[src/rtl/param_barrel_shift_pipe.sv]
// param_barrel_shift_pipe: pipelined barrel shifter/rotator with valid/ready.
// Stage k resolves amount bit k (a shift/rotate of 2^k). Latency is SHAMT_W cycles.
// Modes: 00 rotl, 01 rotr, 10 shl logical, 11 shr.
// Optional macro SHIFT_ARITH_EN: mode 11 becomes an arithmetic right shift that
// fills with the operand MSB captured at acceptance. Without the macro, mode 11
// is a logical right shift that fills with zeros.
module param_barrel_shift_pipe #(
  parameter int unsigned WIDTH   = 8,
  parameter int unsigned SHAMT_W = $clog2(WIDTH)
) (
  input  logic               clk,
  input  logic               rst_n,
  input  logic               in_valid,
  output logic               in_ready,
  input  logic [WIDTH-1:0]   in_data,
  input  logic [SHAMT_W-1:0] in_amount,
  input  logic [1:0]         in_mode,
  output logic               out_valid,
  input  logic               out_ready,
  output logic [WIDTH-1:0]   out_data
);

  localparam int unsigned STAGES = SHAMT_W;

  localparam logic [1:0] MODE_ROTL = 2'b00;
  localparam logic [1:0] MODE_ROTR = 2'b01;
  localparam logic [1:0] MODE_SHL  = 2'b10;
  localparam logic [1:0] MODE_SHR  = 2'b11;

  logic stall;

  // One fixed-distance step: shift or rotate d by sh when en is set.
  function automatic logic [WIDTH-1:0] shift_step(
    input logic [WIDTH-1:0] d,
    input logic [1:0]       mode,
    input logic             en,
    input int unsigned      sh,
    input logic             fill
  );
    logic [WIDTH-1:0] r;
    logic [WIDTH-1:0] fill_mask;
    fill_mask = {WIDTH{fill}} << (WIDTH - sh);
    r = d;
    if (en) begin
      case (mode)
        MODE_ROTL: r = (d << sh) | (d >> (WIDTH - sh));
        MODE_ROTR: r = (d >> sh) | (d << (WIDTH - sh));
        MODE_SHL:  r = d << sh;
        MODE_SHR:  r = (d >> sh) | fill_mask;
        default:   r = d;
      endcase
    end
    return r;
  endfunction

  for (genvar k = 0; k < STAGES; k++) begin : g_stage
    localparam int unsigned SH    = 32'(1) << k;
    localparam int unsigned SRC_W = SHAMT_W - k;

    logic             src_valid;
    logic [WIDTH-1:0] src_data;
    logic [1:0]       src_mode;
    logic [SRC_W-1:0] src_amt;
    logic             src_fill;

    logic             valid_q;
    logic [WIDTH-1:0] data_q;
    logic [WIDTH-1:0] data_d;

    if (k == 0) begin : g_src_in
      assign src_valid = in_valid;
      assign src_data  = in_data;
      assign src_mode  = in_mode;
      assign src_amt   = in_amount;
`ifdef SHIFT_ARITH_EN
      assign src_fill  = in_data[WIDTH-1];
`else
      assign src_fill  = 1'b0;
`endif
    end else begin : g_src_prev
      assign src_valid = g_stage[k-1].valid_q;
      assign src_data  = g_stage[k-1].data_q;
      assign src_mode  = g_stage[k-1].g_fwd.mode_q;
      assign src_amt   = g_stage[k-1].g_fwd.amt_q;
`ifdef SHIFT_ARITH_EN
      assign src_fill  = g_stage[k-1].g_fwd.sign_q;
`else
      assign src_fill  = 1'b0;
`endif
    end

    assign data_d = shift_step(src_data, src_mode, src_amt[0], SH, src_fill);

    // Stage data/valid register; holds while the output is back-pressured.
    always_ff @(posedge clk) begin
      if (!rst_n) begin
        valid_q <= 1'b0;
        data_q  <= '0;
      end else if (!stall) begin
        valid_q <= src_valid;
        data_q  <= data_d;
      end
    end

    // Control carried forward to later stages; the last stage needs none.
    if (k < STAGES - 1) begin : g_fwd
      logic [1:0]         mode_q;
      logic [SRC_W-2:0]   amt_q;
`ifdef SHIFT_ARITH_EN
      logic               sign_q;
`endif

      // Remaining amount bits and mode travel with the data.
      always_ff @(posedge clk) begin
        if (!rst_n) begin
          mode_q <= '0;
          amt_q  <= '0;
`ifdef SHIFT_ARITH_EN
          sign_q <= 1'b0;
`endif
        end else if (!stall) begin
          mode_q <= src_mode;
          amt_q  <= src_amt[SRC_W-1:1];
`ifdef SHIFT_ARITH_EN
          sign_q <= src_fill;
`endif
        end
      end
    end
  end

  assign out_valid = g_stage[STAGES-1].valid_q;
  assign out_data  = g_stage[STAGES-1].data_q;
  assign stall     = out_valid && !out_ready;
  assign in_ready  = !stall;

endmodule

[config.mk]
export PLATFORM = sky130hd
export DESIGN_NAME = param_barrel_shift_pipe
export DESIGN_NICKNAME = d
export VERILOG_FILES = /design/src/rtl/param_barrel_shift_pipe.sv
export SDC_FILE = /design/constraint.sdc
export NUM_CORES = 1
export LEC_CHECK = 0
export BUFFER_PORTS_ARGS = -buffer_cell sky130_fd_sc_hd__buf_2
export CORE_MARGIN = 3
export CORE_UTILIZATION = 55
export DETAILED_ROUTE_END_ITERATION = 7
export PLACE_DENSITY = 0.86
export SYNTH_ARGS = -nofsm -noshare
export SYNTH_HDL_FRONTEND = slang
export SYNTH_SLANG_ARGS = --single-unit
[constraint.sdc]
create_clock -name clk -period 1.5 [get_ports clk]
set_clock_uncertainty 0.1 [all_clocks]
set_input_delay 0.375 -clock clk [delete_from_list [all_inputs] [get_ports clk]]
set_output_delay 0.375 -clock clk [all_outputs]
set_load 0.01 [all_outputs]
==> run metrics <==
worst-path maximum fanout=2; CP startpoint=out_valid; Num CTS Buffers=5; Mapped Cells=196; Port Buf Inserts=26; CP max-delay cell=dfxtp_2; number of synthesized flops with an enable pin=0; vias in the first global route=1284; Final setup viols=0; post-route ant nets=0; die height=60.7 um; Max IR drop VDD=0.608 mV; worst path required time=1020 ps; worst setup path class=reg -> out; ys async rst share=0; delay-heaviest family, CP=flip-flops; CTS tree=yes; leak pwr=0.809 nW; area grow syn2layout=16.0%; top_reg_cell synth=dfxtp_1; Routed WL per cell=13.3 um; HPWL after DPL=2320 um; GR Util All Layers=0.199; Die X=60.7 um; diodes inserted=0; fin. max-slew vios=0; Vias/cell=5.71; clk_lat worst skew=320 ps; # IOs=27; min-delay src=in_valid; Fin Setup TNS=0 ps; Yosys reg bits=34; Synth Net Count=213; top cells by area, synth=dfxtp_1 (41%), a21boi_0 (6.4%), nand2_1 (6.4%); DIE AREA=3680 sq um; # H-tree levels=2; largest area contributor in the netlist=dfxtp_1; synth warn=0; Post-Layout Cell Count=255; commonest cells in the netlist=dfxtp_1 (34), nand2_1 (28), nor2_1 (18); storage element area=683 sq um; Synth cell types=26; Initial Util=0.586; Post-route DRC=0; maxcap violations=0; DR vias=1456; power density over the cells=948 nW/um^2; Final Worst Setup Slack=30.3 ps; RSZ-0062 raised after global routing=true; top-area cell type share of the netlist area=0.414; Final Hold Viols=0; FP Rows=19; critical path, cell by cell=nor2b_4 > inv_2 > buf_6; GP Congestion=0.779; R2R Path Start=out_valid; worst slack at placement=66.0 ps; fraction of layout cells with a size suffix above 1=0.228; # hold bufs at CTS=0; Synth Area per Inst=8.38 sq um; pin count of the biggest net entering global routing=41; final period utilization=0.980; actual slew at the worst max-slew pin=436 ps; WP buf/inv=2; Sink Count=34; Max stage delay on crit path=350 ps; fmax=0.680 GHz; top-count cell post-synth=dfxtp_1; grt ovf=0; Initial DRC Count=35; CP arrival=990 ps; router iterations before antenna repair=5; Slew HR=0.709; Core ar.=2810 sq um; Final min period=1470 ps; multi-input logic area=853 sq um; initial antenna violation count=0; placed insts=244; root cell of the clock tree=clkbuf_4; Nets=240; nature of the critical path endpoint=primary output; status=complete, no violations; global-route wire length before repair=5600 um; Post-Synthesis Cell Area=1640 sq um; Critical Path Start Type=flip-flop; Clock Pin Slew Worst Setup and Hold Paths=100 ps; sequential share of the synthesized area=0.414; final wirelength=3380 um; worst min-delay path class=in -> reg; # fillers=232; Clock Tree Buf Depth=2
[worst paths after layout]
path | to | slack (ps) | cells after the start
max | in_ready | 30 | 3
min | g_stage[0].valid_q | 190 | 3
max reg2reg | out_data[0] | 90 | 7
min reg2reg | g_stage[0].valid_q | 370 | 2
[metrics by stage]
| step | hold WS [ps] | util | total power [W] | instance area, sq um |
|---|---|---|---|---|
| floorplan | 340 | - | 0.00121 | 1640 |
| global placement | 352 | 0.645 | 0.00130 | 1810 |
| detailed placement | 355 | 0.645 | 0.00131 | 1810 |
| CTS | 186 | 0.674 | 0.00181 | 1890 |
| global route | 192 | 0.679 | 0.00190 | 1910 |
| finish | 191 | 0.679 | 0.00181 | 1910 |
[state kept, by name (all words and copies together) (netlist names)]
| register | flops |
|---|---|
| g_stage.data_q | 16 |
| out_valid | 1 |
| out_data | 8 |
| g_stage.g_fwd.mode_q | 4 |
| g_stage.valid_q | 2 |
| g_stage.g_fwd.amt_q | 3 |
[cells by family after synthesis]
kind of cell,after synthesis,share of synthesized area
AOI/OAI and AO/OA,69,0.304
and+or+nand+nor,59,0.150
DFF,34,0.414
buffers and inverters,24,0.0708
muxes,10,0.0609
[layout make-up]
class                      count  share of cell area
clock buffer                   7              0.0289
clock inverter                 1             0.00263
inverter                       7              0.0138
multi-input combinational    138               0.448
sequential                    34               0.359
tap                           31              0.0204
timing repair buffer          37               0.128
[power by group]
part	internal (W)	leakage (nW)	switching, W
clock network	0.000227	0.0353	0.000285
registers	0.000966	0.282	0.0000567
logic	0.000140	0.492	0.000132
total	0.00133	0.809	0.000474
[tightest hold or removal path: cells and delay by family]
kind / cells / cell delay (ps)
buf+inv: 1 / 90
compound gates: 1 / 60
simple gates: 1 / 40
[metal layers]
| metal | track usage | part of all wire |
|---|---|---|
| met1 | 0.257 | 0.46 |
| met4 | 0.0557 | 0.0056 |
| met2 | 0.328 | 0.49 |
| met3 | 0.0532 | 0.039 |
| met5 | 0 | 0 |
[layout by cell type (no fill, tap or decap), drive strengths merged]
cell,count
o221a,2
mux2i,10
nor2b,6
buf,37
a211o,8
a21oi,4
clkinv,1
nor2,18
a211oi,2
a221oi,7
o211ai,6
nand2b,1
dfxtp,34
o21a,3
nand3,6
inv,7
a21boi,18
nand2,28
a311oi,1
a31oi,4
o21ai,14
clkbuf,7
[repair_timing]
item                       CTS  global route
setup buffers                2             1
setup endpoints to repair    1             4
gates resized for setup      3             2
Note: power is estimated with default switching activity, not from simulation.
